==> config.mk <==
export PLATFORM = sky130hd
export DESIGN_NAME = if_id_stage
export DESIGN_NICKNAME = d
export VERILOG_FILES = /design/src/rtl/mips_pkg.sv /design/src/rtl/step_ctrl.sv /design/src/rtl/if_id_stage.sv
export SDC_FILE = /design/constraint.sdc
export NUM_CORES = 1
export LEC_CHECK = 0
export CAP_MARGIN = 20
export CELL_PAD_IN_SITES_DETAIL_PLACEMENT = 1
export CELL_PAD_IN_SITES_GLOBAL_PLACEMENT = 1
export CORE_MARGIN = 2
export CORE_UTILIZATION = 31
export DETAILED_ROUTE_END_ITERATION = 16
export GPL_TIMING_DRIVEN = 1
export HOLD_SLACK_MARGIN = 0.08
export PLACE_DENSITY = 0.81
export SETUP_SLACK_MARGIN = 0.02
export SYNTH_ARGS = -nofsm -noshare
export SYNTH_HDL_FRONTEND = slang
export SYNTH_SLANG_ARGS = --single-unit
==> constraint.sdc <==
create_clock -name i_clk -period 5.5 [get_ports i_clk]
set_input_delay 1.1 -clock i_clk [delete_from_list [all_inputs] [get_ports i_clk]]
set_output_delay 1.1 -clock i_clk [all_outputs]
set_load 0.005 [all_outputs]
==> src/rtl/mips_pkg.sv <==
// Shared MIPS core constants: HALT/bubble instruction words and the IF/ID stage state encoding.
package mips_pkg;

  localparam int unsigned WORD_BITS = 32;

  localparam logic [WORD_BITS-1:0] HALT_OPCODE = 32'hFFFF_FFFF;
  localparam logic [WORD_BITS-1:0] NOP         = 32'h0000_0000;

  typedef enum logic {
    ST_RUN    = 1'b0,
    ST_HALTED = 1'b1
  } ifid_state_e;

endpackage

==> src/rtl/step_ctrl.sv <==
// Debug single-step gating: registers the step request and remembers a step edge
// until an advance actually consumes it.
module step_ctrl (
  input  logic clk,
  input  logic reset,
  input  logic run,
  input  logic step_mode,
  input  logic step,
  input  logic consume,
  output logic step_ok
);

  logic step_q;
  logic step_pend;
  logic step_pend_d;
  logic step_rise;

  assign step_rise = step & ~step_q;
  assign step_ok   = ~step_mode | step_pend | step_rise;

  // Leaving step mode drops any pending step; an edge that is not consumed this cycle is kept.
  always_comb begin
    step_pend_d = step_pend;
    if (!step_mode || consume) begin
      step_pend_d = 1'b0;
    end else if (run && step_rise) begin
      step_pend_d = 1'b1;
    end
  end

  always_ff @(posedge clk) begin
    if (reset) begin
      step_q    <= 1'b0;
      step_pend <= 1'b0;
    end else begin
      step_q    <= step;
      step_pend <= step_pend_d;
    end
  end

endmodule

==> src/rtl/if_id_stage.sv <==
// IF/ID pipeline register: captures instruction and PC+4/PC+8, injects bubbles on flush,
// honours stalls and debug single-step, detects HALT and drives the PC write enable.
module if_id_stage #(
  parameter int unsigned              NBITS       = 32,
  parameter int unsigned              CNTBITS     = 16,
  parameter logic [NBITS-1:0]         HALT_OPCODE = NBITS'(mips_pkg::HALT_OPCODE),
  parameter logic [NBITS-1:0]         NOP         = NBITS'(mips_pkg::NOP)
) (
  input  logic               i_clk,
  input  logic               i_reset,
  input  logic [NBITS-1:0]   i_PC_4,
  input  logic [NBITS-1:0]   i_PC_8,
  input  logic [NBITS-1:0]   i_Instr,
  input  logic               i_Stall,
  input  logic               i_Flush,
  input  logic               i_StepMode,
  input  logic               i_Step,
  output logic [NBITS-1:0]   o_PC_4,
  output logic [NBITS-1:0]   o_PC_8,
  output logic [NBITS-1:0]   o_Instr,
  output logic               o_Valid,
  output logic               o_PC_Write,
  output logic               o_Halt,
  output logic [CNTBITS-1:0] o_InstrCount
);

  mips_pkg::ifid_state_e state_q, state_d;

  logic [NBITS-1:0]   pc4_d, pc8_d, instr_d;
  logic               valid_d, halt_d;
  logic [CNTBITS-1:0] cnt_d;
  logic               run, step_ok, adv, consume, pc_write;

  assign run = (state_q == mips_pkg::ST_RUN);
  assign adv = run & ~i_Stall & step_ok;

  step_ctrl u_step_ctrl (
    .clk       (i_clk),
    .reset     (i_reset),
    .run       (run),
    .step_mode (i_StepMode),
    .step      (i_Step),
    .consume   (consume),
    .step_ok   (step_ok)
  );

  always_ff @(posedge i_clk) begin
    if (i_reset) begin
      state_q      <= mips_pkg::ST_RUN;
      o_PC_4       <= '0;
      o_PC_8       <= '0;
      o_Instr      <= NOP;
      o_Valid      <= 1'b0;
      o_Halt       <= 1'b0;
      o_InstrCount <= '0;
    end else begin
      state_q      <= state_d;
      o_PC_4       <= pc4_d;
      o_PC_8       <= pc8_d;
      o_Instr      <= instr_d;
      o_Valid      <= valid_d;
      o_Halt       <= halt_d;
      o_InstrCount <= cnt_d;
    end
  end

  // Flush beats stall/step/HALT; otherwise only an advance moves the stage.
  always_comb begin
    state_d  = state_q;
    pc4_d    = o_PC_4;
    pc8_d    = o_PC_8;
    instr_d  = o_Instr;
    valid_d  = o_Valid;
    halt_d   = o_Halt;
    cnt_d    = o_InstrCount;
    consume  = 1'b0;
    pc_write = 1'b0;

    case (state_q)
      mips_pkg::ST_RUN: begin
        if (i_Flush) begin
          pc4_d    = i_PC_4;
          pc8_d    = i_PC_8;
          instr_d  = NOP;
          valid_d  = 1'b0;
          pc_write = 1'b1;
        end else if (adv) begin
          consume = 1'b1;
          pc4_d   = i_PC_4;
          pc8_d   = i_PC_8;
          instr_d = i_Instr;
          valid_d = 1'b1;
          if (!(&o_InstrCount)) begin
            cnt_d = o_InstrCount + CNTBITS'(1);
          end
          if (i_Instr == HALT_OPCODE) begin
            state_d = mips_pkg::ST_HALTED;
            halt_d  = 1'b1;
          end else begin
            pc_write = 1'b1;
          end
        end
      end
      mips_pkg::ST_HALTED: begin
        instr_d = NOP;
        valid_d = 1'b0;
        halt_d  = 1'b1;
      end
      default: begin
        state_d = mips_pkg::ST_RUN;
      end
    endcase

    if (i_reset) begin
      pc_write = 1'b0;
      consume  = 1'b0;
    end
  end

  assign o_PC_Write = pc_write;

endmodule

# After elaboration in Yosys (flattened, before gate mapping)
# Index checks and enable logic that the tools add are counted.
op_classes:
  n_mux: 27
  n_addsub: 1
  eq_ne: 5
  bitwise_logic: 11
  n_reduce_logical: 9
op_table:
  columns: ["operator", "n"]
  rows:
  - ["$mux W32", 6]
  - ["$pmux W32 S2", 1]
  - ["$eq A32 B32 Y1 const B", 1]
  - ["$mux W1", 18]
  - ["$add A16 B1 Y16 const B", 1]
  - ["$reduce_and A16 Y1", 1]
  - ["$not A1 Y1", 6]
  - ["$ne A2 B1 Y1 const B", 2]
  - ["$pmux W1 S2", 2]
  - ["$reduce_and A4 Y1", 1]
  - ["$and A1 B1 Y1", 3]
  - ["$ne A3 B2 Y1 const B", 1]
  - ["$reduce_and A3 Y1", 1]
  - ["$ne A2 B2 Y1 const B", 1]
  - ["$or A1 B1 Y1", 2]
  - ["$reduce_and A2 Y1", 1]
  - ["$reduce_bool A2 Y1", 1]
  - ["$reduce_or A2 Y1", 1]
  - ["$logic_and A1 B1 Y1", 1]
  - ["$logic_not A1 Y1", 1]
  - ["$logic_or A1 B1 Y1", 1]
word_totals:
  word_cells: 62
  out_inout_bits: 115
  reg_bits: 117
  in_bits: 102

# Longest topological paths before layout
# Gate-level depths: netlist (run 1).
logic_depth:
  depth_word: 10
  depth_mapped: 7

# By module
# A second synthesis (run 1) with hierarchy kept.
hier_totals:
  hier_cells: 486
  area_unflattened_um2: 4251.6
by_module_without_submodules:
  columns: ["mod", "cells_per_inst", "area_per_inst_um2", "seq_area_each_um2", "n_inst"]
  rows:
  - ["if_id_stage", 478, 4169.0, 2302.2, 1]
  - ["step_ctrl", 8, 82.6, 40.0, 1]

# Worst setup path after synthesis (run 1)
# Ideal clock, no wire load.
synth_path:
  kind: "input to output"
  start: "input i_StepMode"
  end: "output o_PC_Write"
  t_arrival_ns: 1.719
  required_ns: 4.400
  setup_slack_ns: 2.681
  n_path_buf: 0
  cell_stages: 4
  path_cell_list: "nor2b_4 a21oi_2 a21oi_1 nor3_1"
synth_between:
  elab_chain_cells: 8
synth_lines:
  columns: ["element", "line_no", "text"]
  rows:
  - ["start: declaration", "if_id_stage.sv:16", "input logic i_StepMode,"]
  - ["$not A1 Y1", "step_ctrl.sv:19", "assign step_ok = ~step_mode | step_pend | step_rise;"]
  - ["$or A1 B1 Y1 (2 in a row)", "step_ctrl.sv:19", null]
  - ["$and A1 B1 Y1", "if_id_stage.sv:35", "assign adv = run & ~i_Stall & step_ok;"]
  - ["$mux W1", "if_id_stage.sv:87", "end else if (adv) begin"]
  - ["$mux W1", "if_id_stage.sv:81", "if (i_Flush) begin"]
  - ["$mux W1", "if_id_stage.sv:79", "case (state_q)"]
  - ["$mux W1", "if_id_stage.sv:114", "if (i_reset) begin"]
  - ["end: declaration", "if_id_stage.sv:22", "output logic o_PC_Write,"]
# No other way between the ends.

# Final worst setup path (run 1)
layout_path:
  start: "input i_Step"
  end: "output o_PC_Write"
layout_between:
  elab_chain_cells: 7
layout_lines:
  columns: ["element", "line_no", "text"]
  rows:
  - ["start: declaration", "if_id_stage.sv:17", "input logic i_Step,"]
  - ["$and A1 B1 Y1", "step_ctrl.sv:18", "assign step_rise = step & ~step_q;"]
  - ["$or A1 B1 Y1", "step_ctrl.sv:19", null]
  - ["$and A1 B1 Y1", "if_id_stage.sv:35", null]
  - ["$mux W1", "if_id_stage.sv:87", null]
  - ["$mux W1", "if_id_stage.sv:81", null]
  - ["$mux W1", "if_id_stage.sv:79", null]
  - ["$mux W1", "if_id_stage.sv:114", null]
# No other way between the ends.

==> results of run 1 <==
[how the worst max path moves through the flow]
stage / cells past startpoint / endpoint
2_1_floorplan: 4 / o_PC_Write
5_1_grt: 7 / o_PC_Write
4_1_cts: 7 / o_PC_Write
6_report: 7 / o_PC_Write
3_3_place_gp: 7 / o_PC_Write
3_5_place_dp: 7 / o_PC_Write
[cells in the final DEF (no fill, tap or decap), drive strengths merged, types with 2 or more instances in the layout]
cell type,Yosys,routed
nor2,85,85
nor4,9,9
bufinv,0,3
nor2b,3,3
mux2i,64,64
buf,10,6
nand2,72,72
clkbuf,19,22
xnor2,14,14
dfxtp,117,117
and3,3,3
nand3,5,5
nor3b,2,2
nand4,13,13
a21oi,37,37
clkdlybuf4s50,0,215
clkinv,0,5
nor3,7,7
o21ai,3,3
[critical path, delay by kind of cell]
| kind | cells | cell delay (ns) |
|---|---|---|
| buf+inv | 3 | 1.43 |
| simple gates | 2 | 0.26 |
| compound gates | 2 | 0.24 |
[final cells by class]
type | count | area, um^2 | share of cell area
well taps | 180 | 225 | 0.0307
multi-input cells | 325 | 1970 | 0.268
clock inverters | 9 | 126 | 0.0172
repair buffers | 221 | 2200 | 0.300
clock buffers | 22 | 474 | 0.0646
flip-flops and latches | 117 | 2340 | 0.319
inverters | 1 | 3.75 | 0.000511
[metal layers]
metal | vias up | part of all wire
met3 | 12 | 0.10
met5 | - | 0
li1 | 2004 | -
met2 | 157 | 0.51
met1 | 1969 | 0.37
met4 | 0 | 0.013
[power breakdown]
| part | total [mW] | switching [mW] | internal [mW] |
|---|---|---|---|
| Clock | 1.12 | 0.378 | 0.743 |
| Sequential | 0.914 | 0.0226 | 0.891 |
| Combinational | 0.292 | 0.116 | 0.177 |
| Total | 2.33 | 0.516 | 1.81 |
[cells by family after synthesis]
family	share of synthesized area
adder cells (fa/ha/maj)	0.00281
XOR/XNOR	0.0275
multiplexers	0.147
AO/OA/AOI/OAI	0.0500
flip-flops	0.526
buffers and inverters	0.0348
AND/OR/NAND/NOR	0.212
[sequential cells by signal, summed over array words and instances, names as in the netlist]
name	flops
state_q	1
u_step_ctrl.step_q	1
o_PC_8	32
o_Valid	1
o_Halt	1
o_Instr	32
o_PC_4	32
u_step_ctrl.step_pend	1
o_InstrCount	16
==> impl_metrics.env, run 1 <==
export IMPL_status="finished clean"
export IMPL_cp_arrival_ns=3.05
export IMPL_path_common_cell="clkdlybuf4s50_1"
export IMPL_min_path_cells=2
export IMPL_required_ns=4.40
export IMPL_port_buffers=216
export IMPL_period_minus_slack_ns=4.15
export IMPL_holdPathEnd="o_Instr[19]"
export IMPL_p_per_area_mw_per_mm2=317
export IMPL_fin_skew_ns=0.00908
export IMPL_rr_startpoint="u_step_ctrl.step_pend"
export IMPL_timing_fmax_mhz=241
export IMPL_final_area_mm2=0.00734
export IMPL_setup_viol=0
export IMPL_synth_top_cell_by_area="dfxtp_1"
export IMPL_worst_r2r_path_depth=7
export IMPL_synth_common_cells="dfxtp_1, nor2_1, nand2_1, mux2i_1, a21oi_1"
export IMPL_synth_ff_type="dfxtp_1"
export IMPL_netlist_instances=472
export IMPL_slowest_delay_ns=0.55
export IMPL_fin_nets=786
export IMPL_path_class="in2out"
export IMPL_worst_r2r_setup_slack_ns=3.12
export IMPL_synthArstFlopShare=0
export IMPL_fillers=1571
export IMPL_post_route_drc_count=0
export IMPL_instances_no_fill=875
export IMPL_grt_ovfl_total=0
export IMPL_path_cells="clkdlybuf4s50_1 -> nand2b_4 -> a21oi_2 -> buf_4 -> a21oi_1 -> nor3_1 -> clkdlybuf4s50_1"
export IMPL_tightest_slew_ns=1.10
export IMPL_hold_viol_final=0
export IMPL_cts_sinks=117
export IMPL_cts_hold_buffers=0
export IMPL_die_x_um=124
export IMPL_n_antenna_cell=0
export IMPL_start_util=0.319
export IMPL_grt_busiest_layer="met2"
export IMPL_ctsResizeCount=0
export IMPL_post_drt_via_cell_ratio=4.73
export IMPL_io_pins=217
export IMPL_core_mm2=0.0140
export IMPL_finish_utilization=0.525
export IMPL_clockBufferDepth=2
export IMPL_power_mw=2.33
export IMPL_worstSetupStartpointType="primary input"
export IMPL_route_vias_total=4142
export IMPL_use_met1=0.185
export IMPL_crit_start="i_Step"
export IMPL_synthToLayoutAreaGrowth_pct=64.8
export IMPL_drtIter0Drc=107
export IMPL_cp_max_fo=35
export IMPL_grtUsageMet2=0.342
export IMPL_ir_drop_uv=210
export IMPL_track_usage=0.189
export IMPL_reg2reg_to="o_PC_8[0]"
export IMPL_hold_path_class="reg2reg"
export IMPL_h_tree_depth=4
export IMPL_final_max_slew_viol_count=0
export IMPL_yosysWarnings=0
export IMPL_clock_latency_ns=0.41
export IMPL_place_ws_ns=1.35
export IMPL_path_clk_slew_ns=0.05
export IMPL_die_area_mm2=0.0154
export IMPL_slowest_stage="clkdlybuf4s50_1"
export IMPL_place_area_mm2=0.00673
export IMPL_gr_usage_met3=0.0925
export IMPL_firstDrtPassIters=4
export IMPL_worstSetupEndpointType="output port"
export IMPL_synth_nets=575
export IMPL_fin_crit_sh=0.754
export IMPL_synth_seq_cells=117
export IMPL_syn_area_mm2=0.00446
export IMPL_wire_per_inst_um=16.8
export IMPL_relSlewSlack=0.267
export IMPL_grt_pass1_vias=4323
export IMPL_cts_tree="built"
export IMPL_grt_pass1_wl_mm=21.8
export IMPL_layout_drive_gt1_share=0.0763
export IMPL_dp_cells=843
export IMPL_fin_tns_setup_ns=0
export IMPL_synth_area_leaders="dfxtp_1, mux2i_1, nor2_1, nand2_1, a21oi_1"
export IMPL_syn_avg_cell_area_um2=9.44
export IMPL_synth_top_area_frac=0.526
export IMPL_rows=43
export IMPL_cts_buffers=17
export IMPL_grt_setup_unrepaired="no"
export IMPL_dp_hpwl_mm=10.6
export IMPL_timing_hold_ws_ns=0.452
export IMPL_antenna_found_initial=0
export IMPL_synth_most_common_cell="dfxtp_1"
export IMPL_wl_mm=14.7
export IMPL_hold_start="o_Instr[19]"
export IMPL_leakage_nw=2.75
export IMPL_die_y_um=124
export IMPL_ys_types=33
export IMPL_setup_slack_ns=1.35
export IMPL_maxCapViolations=0
export IMPL_grt_start_max_net_pins=87
export IMPL_cts_setup_buffers=0
export IMPL_synth_edf_count=0
export IMPL_gp_routability_congestion=0.794
export IMPL_yosysSeqAreaShare=0.526
export IMPL_root_buffer="clkbuf_16"
export IMPL_antenna_left=0
(Power assumes the default switching activity.)
==> run 2, diff against run 1 <==
--- a/config.mk
+++ b/config.mk
@@ -9,11 +9,11 @@
 export CELL_PAD_IN_SITES_DETAIL_PLACEMENT = 1
 export CELL_PAD_IN_SITES_GLOBAL_PLACEMENT = 1
 export CORE_MARGIN = 2
-export CORE_UTILIZATION = 31
+export CORE_UTILIZATION = 29
 export DETAILED_ROUTE_END_ITERATION = 16
 export GPL_TIMING_DRIVEN = 1
 export HOLD_SLACK_MARGIN = 0.08
-export PLACE_DENSITY = 0.81
+export PLACE_DENSITY = 0.77
 export SETUP_SLACK_MARGIN = 0.02
 export SYNTH_ARGS = -nofsm -noshare
 export SYNTH_HDL_FRONTEND = slang
==> constraint.sdc (replaced) <==
create_clock -name i_clk -period 4.2 [get_ports i_clk]
set_input_delay 0.84 -clock i_clk [delete_from_list [all_inputs] [get_ports i_clk]]
set_output_delay 0.84 -clock i_clk [all_outputs]
set_load 0.005 [all_outputs]
==> run 2 against run 1 <==
Final area increased by 0.48%. Die area is 6.7% higher. Combinational power increased by 31%. Clock skew fell by 0.0036 ns. Total power grew 30%. First-iteration DRC count is 1.9% lower. Register-to-register slack worse by 1.1 ns.
==> impl_metrics.env, run 2 (same netlist as run 1, synthesis figures left out) <==
export IMPL_required_ns=3.36
export IMPL_mostFrequentLayoutCells="clkdlybuf4s50_1, dfxtp_1, nor2_1, nand2_1, mux2i_1"
export IMPL_slowest_stage="clkdlybuf4s50_1"
export IMPL_h_tree_depth=4
export IMPL_wire_per_inst_um=16.0
export IMPL_grt_pass1_wl_mm=22.1
export IMPL_grt_setup_unrepaired="no"
export IMPL_path_common_cell="clkdlybuf4s50_1"
export IMPL_ctsResizeCount=0
export IMPL_route_vias_total=4121
export IMPL_cts_setup_buffers=0
export IMPL_die_x_um=128
export IMPL_gp_routability_congestion=0.706
export IMPL_post_route_drc_count=0
export IMPL_power_mw=3.02
export IMPL_core_mm2=0.0151
export IMPL_period_minus_slack_ns=3.50
export IMPL_relSlewSlack=0.318
export IMPL_track_usage=0.171
export IMPL_path_class="in2out"
export IMPL_firstDrtPassIters=4
export IMPL_n_antenna_cell=0
export IMPL_cts_hold_buffers=0
export IMPL_layout_drive_gt1_share=0.0802
export IMPL_drtIter0Drc=105
export IMPL_slowest_delay_ns=0.49
export IMPL_leakage_nw=2.76
export IMPL_die_area_mm2=0.0164
export IMPL_wl_mm=14.2
export IMPL_clockBufferDepth=2
export IMPL_post_drt_via_cell_ratio=4.65
export IMPL_p_per_area_mw_per_mm2=410
export IMPL_path_clk_slew_ns=0.05
export IMPL_grt_ovfl_total=0
export IMPL_path_cells="clkdlybuf4s50_1 -> nand4_1 -> nor4_1 -> nand2_1 -> a21oi_1 -> nor3_1 -> clkdlybuf4s50_1"
export IMPL_cts_buffers=17
export IMPL_hold_viol_final=0
export IMPL_dp_hpwl_mm=10.6
export IMPL_rows=45
export IMPL_tightest_slew_ns=1.02
export IMPL_reg_top3="o_Instr: 32 flops, o_PC_4: 32 flops, o_PC_8: 32 flops"
export IMPL_worstSetupEndpointType="output port"
export IMPL_cts_sinks=117
export IMPL_cp_num_buf_inv=2
export IMPL_worstSetupStartpointType="primary input"
export IMPL_root_buffer="clkbuf_16"
export IMPL_maxCapViolations=0
export IMPL_final_common_cell="clkdlybuf4s50_1"
export IMPL_ir_drop_uv=237
export IMPL_die_y_um=128
export IMPL_hold_path_class="reg2reg"
export IMPL_cp_max_fo=2
export IMPL_status="finished clean"
export IMPL_final_max_slew_viol_count=0
export IMPL_antenna_found_initial=0
export IMPL_fillers=1699
export IMPL_port_buffers=216
export IMPL_synthToLayoutAreaGrowth_pct=65.6
export IMPL_grt_pass1_vias=4404
export IMPL_crit_family="buffers and inverters"
export IMPL_timing_fmax_mhz=286
export IMPL_start_util=0.295
export IMPL_fin_skew_ns=0.00549
export IMPL_grt_start_max_net_pins=86
export IMPL_io_pins=217
export IMPL_cp_arrival_ns=2.66
export IMPL_fin_tns_setup_ns=0
export IMPL_antenna_left=0
export IMPL_fin_nets=789
export IMPL_fin_crit_sh=0.834
export IMPL_cts_tree="built"
export IMPL_clock_latency_ns=0.41
export IMPL_setup_viol=0
==> run 2: worst reg2reg max path, stage by stage, from the launching register on <==
cell and delay, ns:
dfxtp_1 0.33, nor2b_4 0.15, a21oi_2 0.08, buf_4 0.24
o21ai_4 0.50, buf_12 0.32, mux2i_1 0.30, nor2_1 0.06
==> run 2: power by group <==
part	switching, mW	leakage, nW	total [mW]	internal (mW)
combinational	0.148	1.51	0.382	0.234
sequential	0.0288	0.960	1.20	1.17
clock	0.491	0.288	1.44	0.954
==> run 2: layer usage <==
metal | vias up | global-route usage | part of all wire
li1 | 2004 | - | -
met4 | 0 | 0.0743 | 0.020
met1 | 1952 | 0.185 | 0.40
met5 | - | 0 | 0
met3 | 21 | 0.0622 | 0.077
met2 | 144 | 0.302 | 0.50
==> run 2: path summary, 6_finish.rpt <==
kind                              endpoint             startpoint  slack, ns  depth (start not counted)
worst max-delay path            o_PC_Write            i_Instr[22]       0.70                          7
worst min-delay path            o_Instr[8]             o_Instr[8]       0.45                          2
worst max register to register  o_PC_4[10]  u_step_ctrl.step_pend       2.06                          7
worst min register to register  o_Instr[8]             o_Instr[8]       0.45                          2
==> run 2: area by class of cell <==
| class | instances | area, um^2 | area share |
|---|---|---|---|
| multi-input combinational | 325 | 1970 | 0.267 |
| timing repair buffer | 224 | 2240 | 0.303 |
| clock buffer | 21 | 460 | 0.0624 |
| sequential | 117 | 2340 | 0.317 |
| inverter | 1 | 3.75 | 0.000509 |
| tap | 188 | 235 | 0.0319 |
| clock inverter | 10 | 130 | 0.0176 |
==> run 2: per-stage QoR <==
step	hold WS, ns	area, um^2	util	worst slack [ns]	cells
floorplan	0.453	4460	-	1.90	472
global placement	0.443	6770	0.449	0.692	854
detailed placement	0.450	6770	0.449	0.654	854
CTS	0.459	7360	0.488	0.631	885
global route	0.473	7380	0.489	0.497	886
finish	0.454	7380	0.489	0.699	886
